`config.mk`:
```
export PLATFORM = sky130hd
export DESIGN_NAME = coin_spin_ctrl
export DESIGN_NICKNAME = d
export VERILOG_FILES = /design/src/rtl/coin_pkg.sv /design/src/rtl/sprite_addr_gen.sv /design/src/rtl/coin_spin_ctrl.sv
export SDC_FILE = /design/constraint.sdc
export NUM_CORES = 1
export LEC_CHECK = 0
export CAP_MARGIN = 10
export CELL_PAD_IN_SITES_DETAIL_PLACEMENT = 1
export CELL_PAD_IN_SITES_GLOBAL_PLACEMENT = 1
export CORE_ASPECT_RATIO = 1.2
export CORE_MARGIN = 1
export CORE_UTILIZATION = 43
export CTS_CLUSTER_SIZE = 14
export DETAILED_ROUTE_END_ITERATION = 16
export PLACE_DENSITY = 0.9
export SLEW_MARGIN = 0
export SYNTH_ARGS = -nofsm -noshare
export SYNTH_HDL_FRONTEND = slang
export SYNTH_SLANG_ARGS = --single-unit
```
`constraint.sdc`:
```
create_clock -name Clk -period 8.65 [get_ports Clk]
set_input_delay 0.865 -clock Clk [delete_from_list [all_inputs] [get_ports Clk]]
set_output_delay 0.865 -clock Clk [all_outputs]
set_load 0.1 [all_outputs]
```
`src/rtl/coin_pkg.sv`:
```
// Shared types and geometry for the spinning coin sprite controller.
package coin_pkg;

    typedef enum logic [1:0] {
        ST_IDLE    = 2'd0,
        ST_SPIN    = 2'd1,
        ST_COLLECT = 2'd2,
        ST_GONE    = 2'd3
    } coin_state_e;

    localparam int SPRITE_W      = 20;
    localparam int SPRITE_H      = 20;
    localparam int NUM_SPIN      = 4;
    localparam int COLLECT_STEPS = 8;
    localparam int RISE_PX       = 2;

endpackage

```
`src/rtl/sprite_addr_gen.sv`:
```
// Combinational box test and sprite ROM address for the coin, with the
// coin's top edge lifted by the collect rise offset.
module sprite_addr_gen
    import coin_pkg::*;
(
    input  logic [9:0] i_draw_x,
    input  logic [9:0] i_draw_y,
    input  logic [9:0] i_coin_x,
    input  logic [9:0] i_coin_y,
    input  logic [5:0] i_rise,
    output logic       o_inside,
    output logic [8:0] o_addr
);

    localparam logic signed [10:0] W_S = 11'(SPRITE_W);
    localparam logic signed [10:0] H_S = 11'(SPRITE_H);
    localparam logic [8:0]         W_9 = 9'(SPRITE_W);

    logic signed [10:0] w_dx;
    logic signed [10:0] w_top;
    logic signed [10:0] w_dy;

    // Signed 11-bit math lets a top edge above row 0 clip instead of wrapping.
    assign w_dx  = $signed({1'b0, i_draw_x}) - $signed({1'b0, i_coin_x});
    assign w_top = $signed({1'b0, i_coin_y}) - $signed({5'b0, i_rise});
    assign w_dy  = $signed({1'b0, i_draw_y}) - w_top;

    assign o_inside = !w_dx[10] && (w_dx < W_S) && !w_dy[10] && (w_dy < H_S);
    assign o_addr   = o_inside ? (9'(w_dy[4:0]) * W_9 + 9'(w_dx[4:0])) : 9'd0;

endmodule

```
`src/rtl/coin_spin_ctrl.sv`:
```
// Coin animation controller: spins through four images, then on collect
// rises and spins faster for eight steps before disappearing.
module coin_spin_ctrl
    import coin_pkg::*;
#(
    parameter int HOLD_FRAMES  = 8,
    parameter int COLLECT_HOLD = 2
) (
    input  logic       Clk,
    input  logic       Reset_n,
    input  logic       frame_start,
    input  logic       enable,
    input  logic       collect,
    input  logic [9:0] DrawX,
    input  logic [9:0] DrawY,
    input  logic [9:0] CoinX,
    input  logic [9:0] CoinY,
    output logic [1:0] frame_sel,
    output logic [8:0] read_address,
    output logic       pixel_valid,
    output logic       done
);

    localparam logic [3:0] SPIN_LAST = 4'(HOLD_FRAMES - 1);
    localparam logic [3:0] COLL_LAST = 4'(COLLECT_HOLD - 1);
    localparam logic [2:0] STEP_LAST = 3'(COLLECT_STEPS - 1);
    localparam logic [5:0] RISE_INC  = 6'(RISE_PX);

    coin_state_e r_state, w_state_nxt;
    logic [3:0]  r_hold, w_hold_nxt;
    logic [2:0]  r_step, w_step_nxt;
    logic [5:0]  r_rise, w_rise_nxt;
    logic [1:0]  r_sel, w_sel_nxt;
    logic        w_done_nxt;
    logic        r_done;
    logic        r_pv;
    logic [8:0]  r_addr;
    logic        w_inside;
    logic [8:0]  w_addr;

    always_ff @(posedge Clk or negedge Reset_n) begin
        if (!Reset_n) begin
            r_state <= ST_IDLE;
            r_hold  <= '0;
            r_step  <= '0;
            r_rise  <= '0;
            r_sel   <= '0;
            r_done  <= 1'b0;
        end else begin
            r_state <= w_state_nxt;
            r_hold  <= w_hold_nxt;
            r_step  <= w_step_nxt;
            r_rise  <= w_rise_nxt;
            r_sel   <= w_sel_nxt;
            r_done  <= w_done_nxt;
        end
    end

    always_comb begin
        w_state_nxt = r_state;
        w_hold_nxt  = r_hold;
        w_step_nxt  = r_step;
        w_rise_nxt  = r_rise;
        w_sel_nxt   = r_sel;
        w_done_nxt  = 1'b0;
        if (!enable) begin
            w_state_nxt = ST_IDLE;
            w_hold_nxt  = '0;
            w_step_nxt  = '0;
            w_rise_nxt  = '0;
            w_sel_nxt   = '0;
        end else begin
            case (r_state)
                ST_IDLE: w_state_nxt = ST_SPIN;
                ST_SPIN: begin
                    // collect takes priority over a coincident frame_start
                    if (collect) begin
                        w_state_nxt = ST_COLLECT;
                        w_hold_nxt  = '0;
                        w_step_nxt  = '0;
                        w_rise_nxt  = '0;
                    end else if (frame_start) begin
                        if (r_hold == SPIN_LAST) begin
                            w_hold_nxt = '0;
                            w_sel_nxt  = r_sel + 2'd1;
                        end else begin
                            w_hold_nxt = r_hold + 4'd1;
                        end
                    end
                end
                ST_COLLECT: begin
                    if (frame_start) begin
                        if (r_hold == COLL_LAST) begin
                            w_hold_nxt = '0;
                            w_sel_nxt  = r_sel + 2'd1;
                            w_step_nxt = r_step + 3'd1;
                            w_rise_nxt = r_rise + RISE_INC;
                            if (r_step == STEP_LAST) begin
                                w_state_nxt = ST_GONE;
                                w_done_nxt  = 1'b1;
                            end
                        end else begin
                            w_hold_nxt = r_hold + 4'd1;
                        end
                    end
                end
                default: ;
            endcase
        end
    end

    sprite_addr_gen u_addr (
        .i_draw_x (DrawX),
        .i_draw_y (DrawY),
        .i_coin_x (CoinX),
        .i_coin_y (CoinY),
        .i_rise   (r_rise),
        .o_inside (w_inside),
        .o_addr   (w_addr)
    );

    always_ff @(posedge Clk or negedge Reset_n) begin
        if (!Reset_n) begin
            r_pv   <= 1'b0;
            r_addr <= '0;
        end else begin
            r_pv   <= w_inside && (r_state != ST_GONE);
            r_addr <= w_addr;
        end
    end

    assign frame_sel    = r_sel;
    assign read_address = r_addr;
    assign pixel_valid  = r_pv;
    assign done         = r_done;

endmodule

```
==> impl_metrics.env <==
export IMPL_run_status="completed"
export IMPL_synth_area_leaders="dfrtp_1, ha_1, fa_1"
export IMPL_yosysTopAreaCell="dfrtp_1"
export IMPL_synth_simple_gate_area_share_pct=17.9
export IMPL_path_clk_slew_ns=0.10
export IMPL_drv_cap=0
export IMPL_clock_skew_ns=0.00888
export IMPL_synth_fa_ha_area_share_pct=23.5
export IMPL_yosysUniqueCellTypes=54
export IMPL_cp_cell_sequence="clkdlybuf4s50_1, inv_1, fa_1, inv_1, fa_1, a21o_1, a21oi_1, xnor2_1, ha_1, inv_1, fa_1, nand2b_1, nand2b_1, mux2i_1, o31ai_1, nand4_1, nor4b_2"
export IMPL_synth_compound_area_share_pct=20.9
export IMPL_tightest_slew_ns=0.977
export IMPL_numCtsBuffers=3
export IMPL_drt_pass1_iterations=6
export IMPL_vdd_ir_drop_max_mv=0.0908
export IMPL_period_minus_slack_ns=5.23
export IMPL_fmax_mhz=191
export IMPL_hold_slack_ns=0.511
export IMPL_cts_tree="yes"
export IMPL_synth_ff_type="dfrtp_1"
export IMPL_drc=0
export IMPL_viasPerCell=5.64
export IMPL_hold_depth=1
export IMPL_seq_power_share_pct=22.3
export IMPL_endpoint_kind="flop"
export IMPL_grt_max_degree=28
export IMPL_critPathKind="in -> reg"
export IMPL_start_kind="input port"
export IMPL_clk_insertion_delay_late_ns=0.29
export IMPL_diodes=0
export IMPL_io_buffers=57
export IMPL_fp_dieH_um=92.7
export IMPL_hold_buffers=0
export IMPL_dp_hpwl_mm=6.09
export IMPL_gr_total_overflow=0
export IMPL_ys_seq_elements=27
export IMPL_cts_resized=0
export IMPL_internal_power_uw=350
export IMPL_async_reset_ff_share_pct=100
export IMPL_p_sw_share_pct=46.9
export IMPL_final_antenna_net_count=0
export IMPL_synthMuxAreaShare_pct=1.70
export IMPL_ioPinCount=58
export IMPL_cts_htree_levels=1
export IMPL_rsz0062_at_grt="false"
export IMPL_fillers=786
export IMPL_worstPathRequired_ns=8.84
export IMPL_synthToLayoutAreaGrowth_pct=22.9
export IMPL_power_frac_clock_pct=11.5
export IMPL_place_congestion=0.887
export IMPL_cts_root_buf="clkbuf_8"
export IMPL_synth_top_area_share_pct=22.9
export IMPL_synth_top_family_by_area="adder cells"
export IMPL_timing_max_slew_rel_slack_pct=34.7
export IMPL_syn_cell_area_um2=2950
export IMPL_cts_setup_buffers=0
export IMPL_final_cell_count_no_fill=479
export IMPL_nets=490
export IMPL_drive_above_1_share_pct=3.05
export IMPL_grt_total_usage_pct=22.2
export IMPL_yosysSeqAreaShare_pct=22.9
export IMPL_antenna_found_initial=0
export IMPL_power_frac_comb_pct=66.2
export IMPL_routedWlPerCell_um=15.9
export IMPL_ys_warn_count=0
export IMPL_die_area_um2=7200
export IMPL_synth_xor_area_share_pct=5.35
export IMPL_setup_viol=0
export IMPL_routed_wl_mm=7.60
export IMPL_worst_ep_arrival_time_ns=5.43
export IMPL_cpMaxStageDelayCell="fa_1"
export IMPL_fp_dieW_um=77.6
export IMPL_dp_cells=475
export IMPL_drtIter0Drc=91
export IMPL_rows=32
export IMPL_finalCritPeriodShare_pct=60.5
export IMPL_crit_fanout=4
export IMPL_syn_area_per_cell_um2=8.67
export IMPL_reg2regPathDepth=16
export IMPL_p_switching_uw=309
export IMPL_drv_slew=0
export IMPL_syn_instance_count=340
export IMPL_clockBufferDepth=2
export IMPL_crit_path_max_incr_delay_ns=0.56
export IMPL_synth_nets=435
export IMPL_grt_pass1_vias=2901
export IMPL_fin_tns_setup_ns=0
export IMPL_power_density_nw_per_um2=182
export IMPL_routed_via_count=2703
export IMPL_core_area_um2=6530
export IMPL_start_util_pct=45.2
export IMPL_min_path_type="reg -> reg"
export IMPL_synth_edf_count=0
export IMPL_grt_pass1_wl_mm=12.9
export IMPL_hold_viol=0
export IMPL_p_leak_uw=0.00170
export IMPL_cts_sinks=27
-- placed cells by master (no fill, tap or decap), types with 4 or more instances in the layout --
cell and n:
inv_1 47, o21ai_0 24, ha_1 41, nand3_1 14
a211oi_1 4, dfrtp_1 27, nand4_1 9, mux2i_1 5
nand2b_1 4, xor2_1 11, xnor2_1 7, nor2b_1 5
o211ai_1 5, fa_1 9, a21oi_1 17, a21o_1 11
o31ai_1 5, nand3b_1 4, clkdlybuf4s50_1 57, nor2_1 13
nand2_1 17, nor3_1 12
-- cells in the mapped netlist, drive strengths merged (2+ instances only) --
cell,instances
inv,47
ha,41
dfrtp,27
o21ai,25
a21oi,18
nand2,17
nand3,14
nor2,13
nor3,12
a21o,11
xor2,11
fa,9
nand4,9
xnor2,7
a211oi,5
mux2i,5
nor2b,5
o211ai,5
o31ai,5
and3,4
buf,4
clkbuf,4
nand2b,4
nand3b,4
a211o,3
a21boi,3
o211a,3
nand4b,2
nor3b,2
o22ai,2
or3,2
or4,2
-- worst max-delay path: cells and delay by family --
kind | cells | cell delay, ns
XOR/XNOR | 1 | 0.26
multiplexers | 1 | 0.18
buffers and inverters | 4 | 0.71
adder cells (fa/ha/maj) | 4 | 1.81
AND/OR/NAND/NOR | 4 | 0.78
AO/OA/AOI/OAI | 3 | 0.81
-- state kept, by name, summed over array words and instances (netlist names) --
name	cells
r_hold	4
r_rise	5
pixel_valid	1
r_state	2
r_step	3
read_address	9
done	1
frame_sel	2
-- cell families (layout without fill, tap and decap cells) --
kind of cell | count (synthesis) | in the layout
simple gates | 95 | 95
compound gates | 90 | 90
flops | 27 | 27
buf+inv | 55 | 109
xor+xnor | 18 | 18
mux | 5 | 5
fa+ha+maj | 50 | 50
-- worst paths after layout --
check                          start  slack, ns              end
setup / recovery            DrawY[1]       3.42  read_address[8]
hold / removal             r_step[0]       0.51        r_step[0]
setup reg to reg           r_rise[1]       4.06  read_address[8]
hold reg to reg            r_step[0]       0.51        r_step[0]
max in group asynchronous    Reset_n       7.42        r_hold[2]
min in group asynchronous    Reset_n       0.97       r_state[0]
-- through the flow --
stage          area (µm²)  utilization (%)  setup WS [ns]  power, µW
2_1_floorplan        2950                -           4.15        460
3_3_place_gp         3580             54.9           3.53        543
3_5_place_dp         3580             54.9           3.23        574
4_1_cts              3620             55.5           3.47        654
5_1_grt              3620             55.5           3.23        703
6_report             3620             55.5           3.42        658
-- per-layer routing --
metal | wire [µm] | vias up | track usage, %
li1 | - | 1326 | -
met3 | 189 | 16 | 1.38
met4 | 157 | 0 | 8.33
met5 | 0 | - | 0
met1 | 3180 | 1299 | 26.1
met2 | 4070 | 62 | 41.9
-- cell type report --
cell class / count / area (µm²) / share of cell area (%)
Tap cell: 85 / 106 / 2.93
Clock buffer: 4 / 45.0 / 1.24
Inverter: 47 / 176 / 4.87
Timing Repair Buffer: 58 / 578 / 15.9
Multi-Input combinational cell: 258 / 2040 / 56.4
Sequential cell: 27 / 676 / 18.6
-- power groups by stage --
stage | Sequential, µW | Clock, µW | Combinational, µW
floorplan | 161 | 0 | 299
global placement | 148 | 0 | 394
detailed placement | 150 | 0 | 424
CTS | 147 | 75.2 | 432
global route | 148 | 79.3 | 475
finish | 147 | 75.9 | 436
Note: power is estimated with default switching activity, not from simulation.
